## src/rtl/ysyx_25070198_bus_pkg.sv

```systemverilog
// rtl/ysyx_25070198_bus_pkg.sv - shared types and constants for the IFU/LSU bus arbiter
// Contents: arb_state_t (arbiter states), master ids, default timeout read data.
package ysyx_25070198_bus_pkg;

  typedef enum logic [1:0] {
    IDLE    = 2'd0,
    GNT_IFU = 2'd1,
    GNT_LSU = 2'd2
  } arb_state_t;

  localparam logic MASTER_IFU = 1'b0;
  localparam logic MASTER_LSU = 1'b1;

  localparam logic [31:0] DEFAULT_ERR_RDATA = 32'hDEADBEEF;

endpackage

```

## src/rtl/ysyx_25070198_bus_if.sv

```systemverilog
// rtl/ysyx_25070198_bus_if.sv - SimpleBus bundle between IFU, LSU, arbiter and memory
// Signals:
//   io_ifu_*  fetch request (addr) and completion (rdata, respValid)
//   io_lsu_*  load/store request (addr, wen, wdata, wmask) and completion
//   io_mem_*  single memory port: latched request out, rdata/respValid back
//   io_bus_err  watchdog timeout pulse
// Modports:
//   slave   arbiter view (serves IFU/LSU, drives the memory port)
//   master  environment view (IFU/LSU requesters and the memory)
interface ysyx_25070198_bus_if;

  logic        io_ifu_reqValid;
  logic [31:0] io_ifu_addr;
  logic [31:0] io_ifu_rdata;
  logic        io_ifu_respValid;

  logic        io_lsu_reqValid;
  logic [31:0] io_lsu_addr;
  logic        io_lsu_wen;
  logic [31:0] io_lsu_wdata;
  logic [3:0]  io_lsu_wmask;
  logic [31:0] io_lsu_rdata;
  logic        io_lsu_respValid;

  logic        io_mem_reqValid;
  logic [31:0] io_mem_addr;
  logic        io_mem_wen;
  logic [31:0] io_mem_wdata;
  logic [3:0]  io_mem_wmask;
  logic [31:0] io_mem_rdata;
  logic        io_mem_respValid;

  logic        io_bus_err;

  modport slave (
    input  io_ifu_reqValid, io_ifu_addr,
    output io_ifu_rdata, io_ifu_respValid,
    input  io_lsu_reqValid, io_lsu_addr, io_lsu_wen, io_lsu_wdata, io_lsu_wmask,
    output io_lsu_rdata, io_lsu_respValid,
    output io_mem_reqValid, io_mem_addr, io_mem_wen, io_mem_wdata, io_mem_wmask,
    input  io_mem_rdata, io_mem_respValid,
    output io_bus_err
  );

  modport master (
    output io_ifu_reqValid, io_ifu_addr,
    input  io_ifu_rdata, io_ifu_respValid,
    output io_lsu_reqValid, io_lsu_addr, io_lsu_wen, io_lsu_wdata, io_lsu_wmask,
    input  io_lsu_rdata, io_lsu_respValid,
    input  io_mem_reqValid, io_mem_addr, io_mem_wen, io_mem_wdata, io_mem_wmask,
    output io_mem_rdata, io_mem_respValid,
    input  io_bus_err
  );

endinterface

```

## src/rtl/ysyx_25070198_bus_watchdog.sv

```systemverilog
// rtl/ysyx_25070198_bus_watchdog.sv - saturating grant-cycle counter for hung transactions
// Ports:
//   clock, reset  clock and asynchronous active-low reset
//   clear         hold the count at zero (arbiter idle)
//   enable        count one grant cycle
//   expired       count has reached TIMEOUT-1
module ysyx_25070198_bus_watchdog #(
  parameter int TIMEOUT = 256
) (
  input  logic clock,
  input  logic reset,
  input  logic clear,
  input  logic enable,
  output logic expired
);

  localparam int CW = $clog2(TIMEOUT);
  localparam logic [CW-1:0] LAST = CW'(TIMEOUT - 1);

  logic [CW-1:0] count;

  // Count reads k-1 in the k-th grant cycle because it is held at zero while idle.
  always_ff @(posedge clock or negedge reset) begin
    if (!reset) begin
      count <= '0;
    end else if (clear) begin
      count <= '0;
    end else if (enable && (count != LAST)) begin
      count <= count + 1'b1;
    end
  end

  assign expired = (count == LAST);

endmodule

```

## src/rtl/ysyx_25070198_bus_arbiter.sv

```systemverilog
// rtl/ysyx_25070198_bus_arbiter.sv - two-master (IFU/LSU) arbiter owning the single memory port
// Ports:
//   clock  single clock
//   reset  asynchronous active-low reset
//   bus    ysyx_25070198_bus_if.slave: IFU/LSU requests and completions,
//          latched memory request, memory response, watchdog error pulse
module ysyx_25070198_bus_arbiter
  import ysyx_25070198_bus_pkg::*;
#(
  parameter int          TIMEOUT   = 256,
  parameter logic [31:0] ERR_RDATA = DEFAULT_ERR_RDATA
) (
  input logic                  clock,
  input logic                  reset,
  ysyx_25070198_bus_if.slave   bus
);

  localparam logic [1:0] S_IDLE    = 2'(IDLE);
  localparam logic [1:0] S_GNT_IFU = 2'(GNT_IFU);
  localparam logic [1:0] S_GNT_LSU = 2'(GNT_LSU);

  logic [1:0]  state;
  logic        last_grant;
  logic [31:0] lat_addr;
  logic        lat_wen;
  logic [31:0] lat_wdata;
  logic [3:0]  lat_wmask;

  logic        in_grant;
  logic        granted;
  logic        ifu_wins;
  logic        lsu_wins;
  logic        expired;
  logic        finish_ok;
  logic        timeout;
  logic        finish;
  logic [31:0] resp_data;

  ysyx_25070198_bus_watchdog #(
    .TIMEOUT(TIMEOUT)
  ) u_watchdog (
    .clock  (clock),
    .reset  (reset),
    .clear  (!in_grant),
    .enable (in_grant),
    .expired(expired)
  );

  always_comb begin
    in_grant  = (state != S_IDLE);
    granted   = (state == S_GNT_LSU) ? MASTER_LSU : MASTER_IFU;
    // On contention the master that was not served last wins.
    ifu_wins  = bus.io_ifu_reqValid && (!bus.io_lsu_reqValid || (last_grant == MASTER_LSU));
    lsu_wins  = bus.io_lsu_reqValid && (!bus.io_ifu_reqValid || (last_grant == MASTER_IFU));
    // A real response in the expiry cycle takes precedence over the timeout.
    finish_ok = in_grant && bus.io_mem_respValid;
    timeout   = in_grant && expired && !bus.io_mem_respValid;
    finish    = finish_ok || timeout;
    resp_data = finish_ok ? bus.io_mem_rdata : ERR_RDATA;
  end

  always_ff @(posedge clock or negedge reset) begin
    if (!reset) begin
      state      <= S_IDLE;
      last_grant <= MASTER_IFU;
      lat_addr   <= '0;
      lat_wen    <= 1'b0;
      lat_wdata  <= '0;
      lat_wmask  <= '0;
    end else begin
      case (state)
        S_IDLE: begin
          if (lsu_wins) begin
            state     <= S_GNT_LSU;
            lat_addr  <= bus.io_lsu_addr;
            lat_wen   <= bus.io_lsu_wen;
            lat_wdata <= bus.io_lsu_wdata;
            lat_wmask <= bus.io_lsu_wmask;
          end else if (ifu_wins) begin
            state     <= S_GNT_IFU;
            lat_addr  <= bus.io_ifu_addr;
            lat_wen   <= 1'b0;
            lat_wdata <= '0;
            lat_wmask <= '0;
          end
        end
        // Grant states (and the unused encoding, which the watchdog drains back to idle).
        default: begin
          if (finish) begin
            state      <= S_IDLE;
            last_grant <= granted;
          end
        end
      endcase
    end
  end

  // Memory port shows the latched request only while granted; everything is zero when idle.
  assign bus.io_mem_reqValid  = in_grant;
  assign bus.io_mem_addr      = in_grant ? lat_addr  : 32'h0;
  assign bus.io_mem_wen       = in_grant && lat_wen;
  assign bus.io_mem_wdata     = in_grant ? lat_wdata : 32'h0;
  assign bus.io_mem_wmask     = in_grant ? lat_wmask : 4'h0;

  assign bus.io_ifu_respValid = finish && (state == S_GNT_IFU);
  assign bus.io_lsu_respValid = finish && (state == S_GNT_LSU);
  assign bus.io_ifu_rdata     = bus.io_ifu_respValid ? resp_data : 32'h0;
  assign bus.io_lsu_rdata     = bus.io_lsu_respValid ? resp_data : 32'h0;
  assign bus.io_bus_err       = timeout;

endmodule
```

## src/flat_wrapper.sv

```systemverilog
// flat-port wrapper written by rule: the top's interface ports become plain ports
module ysyx_25070198_bus_arbiter_flat import ysyx_25070198_bus_pkg::*;
#(
  parameter int          TIMEOUT   = 256,
  parameter logic [31:0] ERR_RDATA = DEFAULT_ERR_RDATA
)
  (clock, reset, bus_io_ifu_reqValid, bus_io_ifu_addr, bus_io_ifu_rdata, bus_io_ifu_respValid, bus_io_lsu_reqValid, bus_io_lsu_addr, bus_io_lsu_wen, bus_io_lsu_wdata, bus_io_lsu_wmask, bus_io_lsu_rdata, bus_io_lsu_respValid, bus_io_mem_reqValid, bus_io_mem_addr, bus_io_mem_wen, bus_io_mem_wdata, bus_io_mem_wmask, bus_io_mem_rdata, bus_io_mem_respValid, bus_io_bus_err);
  ysyx_25070198_bus_if bus_i ();
  input logic clock;
  input logic reset;
  input wire logic [$bits(bus_i.io_ifu_reqValid)-1:0] bus_io_ifu_reqValid;
  input wire logic [$bits(bus_i.io_ifu_addr)-1:0] bus_io_ifu_addr;
  output wire logic [$bits(bus_i.io_ifu_rdata)-1:0] bus_io_ifu_rdata;
  output wire logic [$bits(bus_i.io_ifu_respValid)-1:0] bus_io_ifu_respValid;
  input wire logic [$bits(bus_i.io_lsu_reqValid)-1:0] bus_io_lsu_reqValid;
  input wire logic [$bits(bus_i.io_lsu_addr)-1:0] bus_io_lsu_addr;
  input wire logic [$bits(bus_i.io_lsu_wen)-1:0] bus_io_lsu_wen;
  input wire logic [$bits(bus_i.io_lsu_wdata)-1:0] bus_io_lsu_wdata;
  input wire logic [$bits(bus_i.io_lsu_wmask)-1:0] bus_io_lsu_wmask;
  output wire logic [$bits(bus_i.io_lsu_rdata)-1:0] bus_io_lsu_rdata;
  output wire logic [$bits(bus_i.io_lsu_respValid)-1:0] bus_io_lsu_respValid;
  output wire logic [$bits(bus_i.io_mem_reqValid)-1:0] bus_io_mem_reqValid;
  output wire logic [$bits(bus_i.io_mem_addr)-1:0] bus_io_mem_addr;
  output wire logic [$bits(bus_i.io_mem_wen)-1:0] bus_io_mem_wen;
  output wire logic [$bits(bus_i.io_mem_wdata)-1:0] bus_io_mem_wdata;
  output wire logic [$bits(bus_i.io_mem_wmask)-1:0] bus_io_mem_wmask;
  input wire logic [$bits(bus_i.io_mem_rdata)-1:0] bus_io_mem_rdata;
  input wire logic [$bits(bus_i.io_mem_respValid)-1:0] bus_io_mem_respValid;
  output wire logic [$bits(bus_i.io_bus_err)-1:0] bus_io_bus_err;
  assign bus_i.io_ifu_reqValid = bus_io_ifu_reqValid;
  assign bus_i.io_ifu_addr = bus_io_ifu_addr;
  assign bus_io_ifu_rdata = bus_i.io_ifu_rdata;
  assign bus_io_ifu_respValid = bus_i.io_ifu_respValid;
  assign bus_i.io_lsu_reqValid = bus_io_lsu_reqValid;
  assign bus_i.io_lsu_addr = bus_io_lsu_addr;
  assign bus_i.io_lsu_wen = bus_io_lsu_wen;
  assign bus_i.io_lsu_wdata = bus_io_lsu_wdata;
  assign bus_i.io_lsu_wmask = bus_io_lsu_wmask;
  assign bus_io_lsu_rdata = bus_i.io_lsu_rdata;
  assign bus_io_lsu_respValid = bus_i.io_lsu_respValid;
  assign bus_io_mem_reqValid = bus_i.io_mem_reqValid;
  assign bus_io_mem_addr = bus_i.io_mem_addr;
  assign bus_io_mem_wen = bus_i.io_mem_wen;
  assign bus_io_mem_wdata = bus_i.io_mem_wdata;
  assign bus_io_mem_wmask = bus_i.io_mem_wmask;
  assign bus_i.io_mem_rdata = bus_io_mem_rdata;
  assign bus_i.io_mem_respValid = bus_io_mem_respValid;
  assign bus_io_bus_err = bus_i.io_bus_err;
  ysyx_25070198_bus_arbiter #(.TIMEOUT(TIMEOUT), .ERR_RDATA(ERR_RDATA)) u_core (.clock(clock), .reset(reset), .bus(bus_i));
endmodule
```

## config.mk

```make
export PLATFORM = sky130hd
export DESIGN_NAME = ysyx_25070198_bus_arbiter_flat
export DESIGN_NICKNAME = d
export VERILOG_FILES = /design/src/rtl/ysyx_25070198_bus_pkg.sv /design/src/rtl/ysyx_25070198_bus_if.sv /design/src/rtl/ysyx_25070198_bus_watchdog.sv /design/src/rtl/ysyx_25070198_bus_arbiter.sv /design/src/flat_wrapper.sv
export SDC_FILE = /design/constraint.sdc
export NUM_CORES = 1
export LEC_CHECK = 0
export CORE_MARGIN = 2
export CORE_UTILIZATION = 33
export CTS_BUF_LIST = sky130_fd_sc_hd__clkbuf_16
export DETAILED_ROUTE_END_ITERATION = 8
export GPL_TIMING_DRIVEN = 0
export PLACE_DENSITY = 0.77
export SYNTH_ARGS = -nofsm -noshare
export SYNTH_HDL_FRONTEND = slang
export SYNTH_HIERARCHICAL = 1
export SYNTH_SLANG_ARGS = --single-unit
export TNS_END_PERCENT = 1
```

## constraint.sdc

```tcl
create_clock -name clock -period 2.05 [get_ports clock]
set_clock_uncertainty 0.1 [all_clocks]
set_input_delay 0.41 -clock clock [delete_from_list [all_inputs] [get_ports clock]]
set_output_delay 0.41 -clock clock [all_outputs]
set_load 0.02 [all_outputs]
```

==> impl_results.md, run 1 <==
- Status: finished, violations left
- Failing checks: negative setup slack
- Crit Path Class: reg -> out
- Avg Cell Area, Syn: 9.86 µm²
- CTS sink count: 80
- Util after Layout: a little over 60%
- CTS Buf Count: 9
- Starting Density: around a third
- Largest fanout on the critical path: 5
- H-tree depth: 3
- Ports: 275
- Pre-CTS setup slack: -1.06 ns
- CP bufs+invs: 3
- Yosys reg bits: 80
- Worst Tran Pin Value: 0.556 ns
- Final std cells w/o fill: about 930
- Final max-slew violation count: 0
- # diodes: 0
- Initial antenna violation count: 0
- Max incr delay on CP: 0.41 ns
- Final WL: 16900 µm
- DR pass1 iterations: 4
- Port-buffer cells: between 200 and 300
- Tot GR Track Use: 24.1%
- Sw power: between 4 and 5 mW
- Power share of the sequential group: 24.3%
- Total die area: 14000 µm²
- Post-synth top area cell: dfrtp_1
- Setup crit start kind: register
- Main area contributors after synthesis: dfrtp_1 47%, and2_1 13%, a22o_1 7.5%
- Netlist cell types: 41
- Placed cells: 883
- Die Width: 118 µm
- Share of layout cells above drive strength 1: roughly 36%
- Clk slew on worst S/H paths: approximately 0.060 ns
- Leakage: 3.86 nW
- Area grow syn2layout: 83.7%
- Post-synthesis cell area: 4300 µm²
- Clk root buf: clkbuf_16
- P_int: 6.32 mW
- Seq/Total Area, Yosys: 46.6%
- Setup violators final: 121
- Largest net degree at the start of global routing: 42
- Slowest-stage cell, CP: dfrtp_1
- Peak VDD IR: 717 µV
- Ys Warns: 6
- Synth top cells by count: 86 x and2_1, 80 x dfrtp_1, 76 x nor2_1, 37 x a22o_1, 35 x and3_1
- Core Area: 12700 µm²
- Max transition margin: 63.0%
- Async SR Flop Fraction: 100%
- Row count: 41
- Count leader, synth: and2_1
- Total number of vias: 4556
- Gr ovfl total: 0
- DRC Markers: 0
- Final ANT Viol Nets: 0
- Fmax: 415 MHz
- Routed wire per std cell: 18.2 µm
- RSZ-0062 raised after global routing: yes
- Logic gate share of total power: 61.4%
- Worst-path cell chain: ha_4 > nand3_4 > nor2_4 > or2_4 > nand3b_1 > buf_6 > buf_8 > nor2_4 > buf_6
- Worst Hold Class: reg -> reg
- Final Hold Vio Count: 0
- CP delay by family, top: simple AND/OR/NAND/NOR gates
- CTS Buffer Depth: 2
- Net Count, Synth: 575
- Period utilization: 118%
- Crit path time final: 2.41 ns
- WP data required: 1.54 ns
- Synth top area share: 46.6%
- CTS tree: done
- Post-detail-place hpwl: between 10000 and 15000 µm
- Cell Pwr Density: 1380 nW/µm²
- WP data arrival: 1.90 ns
- Post-Synthesis Cells: 436
- Number of global-route vias before repair: approximately 4700
- First-pass GRT wire length: 26700 µm
- Critical Path End Type: primary output
- DR vias/cell: 4.92
- Post-synth EDFFs: 0
- PnR worst setup slack: -0.359 ns
- Detailed Route Iter0 Violations: 249
- Final net count: 888
- Routability cong.: about 0.83
- Sw frac: 42.0%
- Ys flop type: dfrtp_1
- Clock share of power: 14.3%
- Worst-Skew Late Latency: 0.33 ns
- Die extent in y: between 100 and 150 µm
- Setup TNS: -36.98 ns
- Max-cap viol count: 0
[sequential cells by signal, indices dropped and copies added, names as in the netlist]
signal                   count
u_core/lat_wdata            32
u_core/lat_wmask             4
u_core/lat_addr             32
u_core/last_grant            1
u_core/lat_wen               1
u_core/state                 2
u_core/u_watchdog/count      8
[cells by family after synthesis]
kind of cell,share of synthesized area [%]
buffers and inverters,5.82
multiplexers,0.844
flip-flops,46.6
AND/OR/NAND/NOR,28.3
AO/OA/AOI/OAI,18.2
adder cells (fa/ha/maj),0.291
[cell usage in the layout, fill, tap and decap left out, types with 3 or more instances in the layout]
| master | Yosys | final |
|---|---|---|
| nand2b_1 | 4 | 4 |
| clkbuf_2 | 0 | 3 |
| buf_12 | 0 | 3 |
| a221o_1 | 32 | 32 |
| clkbuf_4 | 0 | 3 |
| a22o_1 | 37 | 37 |
| clkbuf_1 | 15 | 6 |
| a21oi_1 | 6 | 6 |
| buf_2 | 14 | 70 |
| clkdlybuf4s15_2 | 0 | 5 |
| clkbuf_16 | 0 | 9 |
| nor2_4 | 1 | 21 |
| nor2_1 | 76 | 31 |
| nor2_2 | 0 | 25 |
| and2_1 | 86 | 84 |
| buf_4 | 3 | 39 |
| dlygate4sd2_1 | 0 | 5 |
| clkdlybuf4s50_1 | 0 | 135 |
| buf_6 | 8 | 68 |
| dfrtp_1 | 80 | 78 |
| and3_1 | 35 | 35 |
[worst reg2reg max path: cells and delay by family (launching register included)]
family,cells,cell delay (ns)
buf+inv,5,0.71
compound gates,1,0.26
simple gates,3,0.44
flops,1,0.37
[layer usage]
metal / track usage, % / share of wire (%)
met2: 40.8 / 51
met4: 6.17 / 1.9
met1: 30.5 / 42
met3: 6.27 / 5.7
met5: 0 / 0
[path summary, 6_finish.rpt]
check / depth (start not counted) / slack [ns] / from / to
max: 9 / -0.36 / u_core/u_watchdog/count[0] / bus_io_lsu_rdata[7]
min in group asynchronous: 2 / 0.51 / reset / u_core/lat_wdata[19]
min reg2reg: 1 / 0.40 / u_core/lat_wdata[8] / u_core/lat_wdata[8]
max reg2reg: 9 / 0.06 / u_core/state[0] / u_core/u_watchdog/count[6]
max in group asynchronous: 3 / 0.72 / reset / u_core/u_watchdog/count[4]
min: 1 / 0.40 / u_core/lat_wdata[8] / u_core/lat_wdata[8]
[power by group through the flow]
stage | Clock, mW | Sequential (mW) | Combinational [mW]
after global routing | 1.67 | 2.73 | 7.13
after global placement | 0 | 2.63 | 6.56
after floorplan | 0 | 2.53 | 3.90
after detailed placement | 0 | 2.66 | 6.68
after CTS | 1.60 | 2.65 | 6.66
final | 1.55 | 2.65 | 6.69
[timing repair]
action                     CTS  global route
pin swaps                    8             9
gates resized for setup    665            43
hold endpoints to repair    40             0
cloned                       4             0
setup endpoints to repair  145           129
setup buffers               23             3
hold buffers                 1             0
[final cells by class]
type | count | area [µm²]
Fill cell | 1110 | 4770
Timing Repair Buffer | 305 | 2770
Multi-Input combinational cell | 313 | 2310
Sequential cell | 80 | 2000
Buffer | 37 | 294
Clock buffer | 9 | 225
Tap cell | 172 | 215
Clock inverter | 7 | 63.8
Inverter | 3 | 17.5
[through the flow]
step / area (µm²) / hold slack (ns) / power (mW)
2_1_floorplan: 4540 / 0.0144 / 6.44
3_3_place_gp: 7500 / 0.379 / 9.19
3_5_place_dp: 7510 / 0.331 / 9.35
4_1_cts: 7840 / 0.400 / 10.9
5_1_grt: 7900 / 0.407 / 11.5
6_report: 7900 / 0.396 / 10.9
No activity file was read; power rests on OpenSTA's default activity.
==> run 2, diff against run 1 <==
Settings changed: PLACE_DENSITY 0.77 to 0.79.
==> run 2 against run 1 <==
  * The flow still finishes with violations (negative setup slack)
  * Combinational power hardly changed
  * Flip-flop and latch count is the same
  * Sequential share of layout area is 0.14 points higher
  * First-iteration DRC count is 4.4% lower
  * Cell area is 0.54% lower
  * Fmax fell by 2.8%
  * Setup slack got worse by 0.069 ns
  * Register-to-register slack gained 0.07 ns
  * Critical path depth is the same
  * Die area unchanged
  * Critical path type unchanged
  * Critical endpoint is now bus_io_lsu_rdata[30]
==> impl_results.md, run 2 (synthesis results as in run 1) <==
- Status: finished, violations left
- Failing checks: negative setup slack
- Post-detail-place hpwl: 12300 µm (-3.5%)
- Slowest-stage cell, CP: dfrtp_1
- Biggest regs: u_core/lat_addr x32, u_core/lat_wdata x32, u_core/u_watchdog/count x8
- Routed wire per std cell: 18.4 µm (+1.1%)
- Final Hold Vio Count: 0 (unchanged)
- CTS Buf Count: 9 (unchanged)
- Port-buffer cells: 274 (unchanged)
- # diodes: 0 (unchanged)
- Power share of the sequential group: 24.4% (about the same)
- Peak VDD IR: 864 µV (+20%)
- Sw frac: 42.4% (+0.38 points)
- Worst-path cell chain: ha_4 > nand3_4 > nor2_4 > or2_4 > nand3b_1 > buf_4 > buf_16 > nor2_4 > buf_4
- DRC Markers: 0 (unchanged)
- First-pass GRT wire length: 26600 µm (-0.39%)
- R2R setup slack: 0.13 ns (+0.07 ns)
- Crit path time final: 2.48 ns (+0.0693 ns)
- R2R Path End: u_core/u_watchdog/count[3]
- FILL cells: 1063 (-4.2%)
- Tot GR Track Use: 23.8% (-0.30 points)
- Max-cap viol count: 0 (unchanged)
- Ports: 275 (unchanged)
- Core Area: 12700 µm² (unchanged)
- Row count: 41 (unchanged)
- Routability cong.: 0.837 (+1.0%)
- Final ANT Viol Nets: 0 (unchanged)
- Clk slew on worst S/H paths: 0.06 ns (about the same)
- FF/Latch Area: 2000 µm² (unchanged)
- Pre-CTS setup slack: -1.05 ns (+0.00326 ns)
- Die Width: 118 µm (unchanged)
- Worst Tran Pin Value: 0.549 ns (-0.00640 ns)
- RSZ-0062 raised after global routing: yes
- Setup crit start kind: register
- Total die area: 14000 µm² (unchanged)
- CTS tree: done
- Crit Path Class: reg -> out
- CP delay by family, top: simple AND/OR/NAND/NOR gates
- WP data arrival: 1.97 ns (+0.07 ns)
- Placed cells: 883 (unchanged)
- Clk root buf: clkbuf_16
- Largest fanout on the critical path: 5 (unchanged)
- CTS Buffer Depth: 2 (unchanged)
- Critical Path End Type: primary output
- DR vias/cell: 4.99 (+1.4%)
- Share of layout cells above drive strength 1: 35.6% (-0.86 points)
- DR pass1 iterations: 4 (unchanged)
- Max incr delay on CP: 0.42 ns (about the same)
- Setup violators final: 121 (unchanged)
- Die extent in y: 118 µm (unchanged)
- Final instance area: 7860 µm² (-0.54%)
- Area grow syn2layout: 82.7%
- Area of the multi-input gates: 2370 µm² (+2.6%)
- Final WL: 16900 µm (+0.32%)
- Final std cells w/o fill: 919 (-0.76%)
- Worst Hold Class: reg -> reg
- PnR worst setup slack: -0.428 ns (-0.0693 ns)
- Detailed Route Iter0 Violations: 238 (-4.4%)
- Number of global-route vias before repair: 4908 (+3.4%)
- Sw power: 4.62 mW (+1.1%)
- Hold path endpoint: u_core/lat_wdata[20]
- Final net count: 881 (-0.79%)
- Cell Pwr Density: 1390 nW/µm² (+0.72%)
- R2r worst-path depth: 8 (-1)
- Total number of vias: 4587 (+0.68%)
- Final max-slew violation count: 0 (unchanged)
- CTS sink count: 80 (unchanged)
- Worst Hold Launch: u_core/lat_wdata[20]
- Largest net degree at the start of global routing: 43 (+2.4%)
- Commonest non-fill, non-tap cells in the layout: 135 x clkdlybuf4s50_1, 86 x and2_1, 78 x dfrtp_1, 76 x buf_2, 54 x buf_6
- Logic gate share of total power: 61.4% (about the same)
- Fmax: 403 MHz (-2.8%)
- WP data required: 1.54 ns (about the same)
- Hold Crit Depth: 1 (unchanged)
- CP startpoint: u_core/u_watchdog/count[1]
- Most common cell after layout, fill and taps aside: clkdlybuf4s50_1
- Gr ovfl total: 0 (unchanged)
- Worst-Skew Late Latency: 0.33 ns (about the same)
- P_int: 6.29 mW (-0.48%)
- Initial antenna violation count: 0 (unchanged)
- Max transition margin: 63.4% (+0.43 points)
- Reg2reg start: u_core/state[0]
- CP bufs+invs: 3 (unchanged)
- Starting Density: 33.9% (unchanged)
- Leakage: 3.85 nW (-0.38%)
- Placed Area: 7510 µm² (unchanged)
- H-tree depth: 3 (unchanged)
- Clock share of power: 14.2% (about the same)
- Period utilization: 121% (+3.4 points)
[run 2: cell count changes in the layout (fill, tap and decap cells not counted), moves of 3 or more]
cell             before  now
buf_6                68   54
nor2_4               21   31
nor2_2               25   18
buf_2                70   76
clkdlybuf4s15_2       5    1
dlygate4sd2_1         5    9
nor2_1               31   28
[run 2: timing repair]
item,CTS,global route
gates resized for setup,653,36
hold buffers,1,0
buffers inserted,16,1
hold endpoints to repair,41,0
cloned,4,0
setup endpoints to repair,144,124
pin swaps,6,10
[run 2: power groups by stage]
stage                     Clock [mW]  Combinational [mW]  Sequential (mW)
after floorplan                    0                3.90             2.53
after global placement             0                6.55             2.63
after detailed placement           0                6.68             2.66
after CTS                       1.60                6.64             2.65
after global routing            1.66                7.15             2.73
final                           1.55                6.70             2.66
[run 2: worst max-delay path by stage]
| stage | end | slack (ns) | cells after the start |
|---|---|---|---|
| after floorplan | bus_io_lsu_rdata[18] | -0.08 | 8 |
| after global placement | u_core/lat_wdata[9] | -2.34 | 1 |
| after detailed placement | bus_io_ifu_rdata[30] | -1.05 | 7 |
| after CTS | bus_io_lsu_rdata[3] | -0.46 | 10 |
| after global routing | bus_io_lsu_rdata[26] | -0.54 | 9 |
| final | bus_io_lsu_rdata[30] | -0.43 | 9 |
[run 2: worst reg2reg max path: stages (launching register included)]
cell and delay [ns]:
dfrtp_1 0.35, buf_6 0.14, nor2_4 0.04, buf_6 0.12
clkinvlp_4 0.11, buf_4 0.19, nand4_1 0.22, a21oi_1 0.20
mux2_1 0.33
[run 2: layout make-up]
cell class	instances	area share (%)
Multi-Input combinational cell	313	30.2
Clock buffer	9	2.87
Timing Repair Buffer	296	33.4
Tap cell	172	2.74
Buffer	39	4.25
Inverter	3	0.223
Sequential cell	80	25.5
Clock inverter	7	0.812
[run 2: metal layers]
layer	part of all wire [%]	up-vias	wire length [µm]	track usage, %
met5	0	-	0	0
met4	2.5	0	430	7.83
met3	6.7	35	1130	6.76
li1	-	2160	-	-
met1	40	2227	6760	28.8
met2	51	165	8590	40.5
[run 2: through the flow]
step                      hold slack, ns  total power [mW]  utilization, %  setup TNS (ns)
final                              0.398              10.9            62.0          -40.75
after global routing               0.411              11.5            62.0          -52.45
after CTS                          0.400              10.9            61.4          -41.21
after detailed placement           0.340              9.33            59.3          -99.77
after global placement             0.379              9.18            59.2         -280.88
after floorplan                   0.0144              6.44               -           -2.95
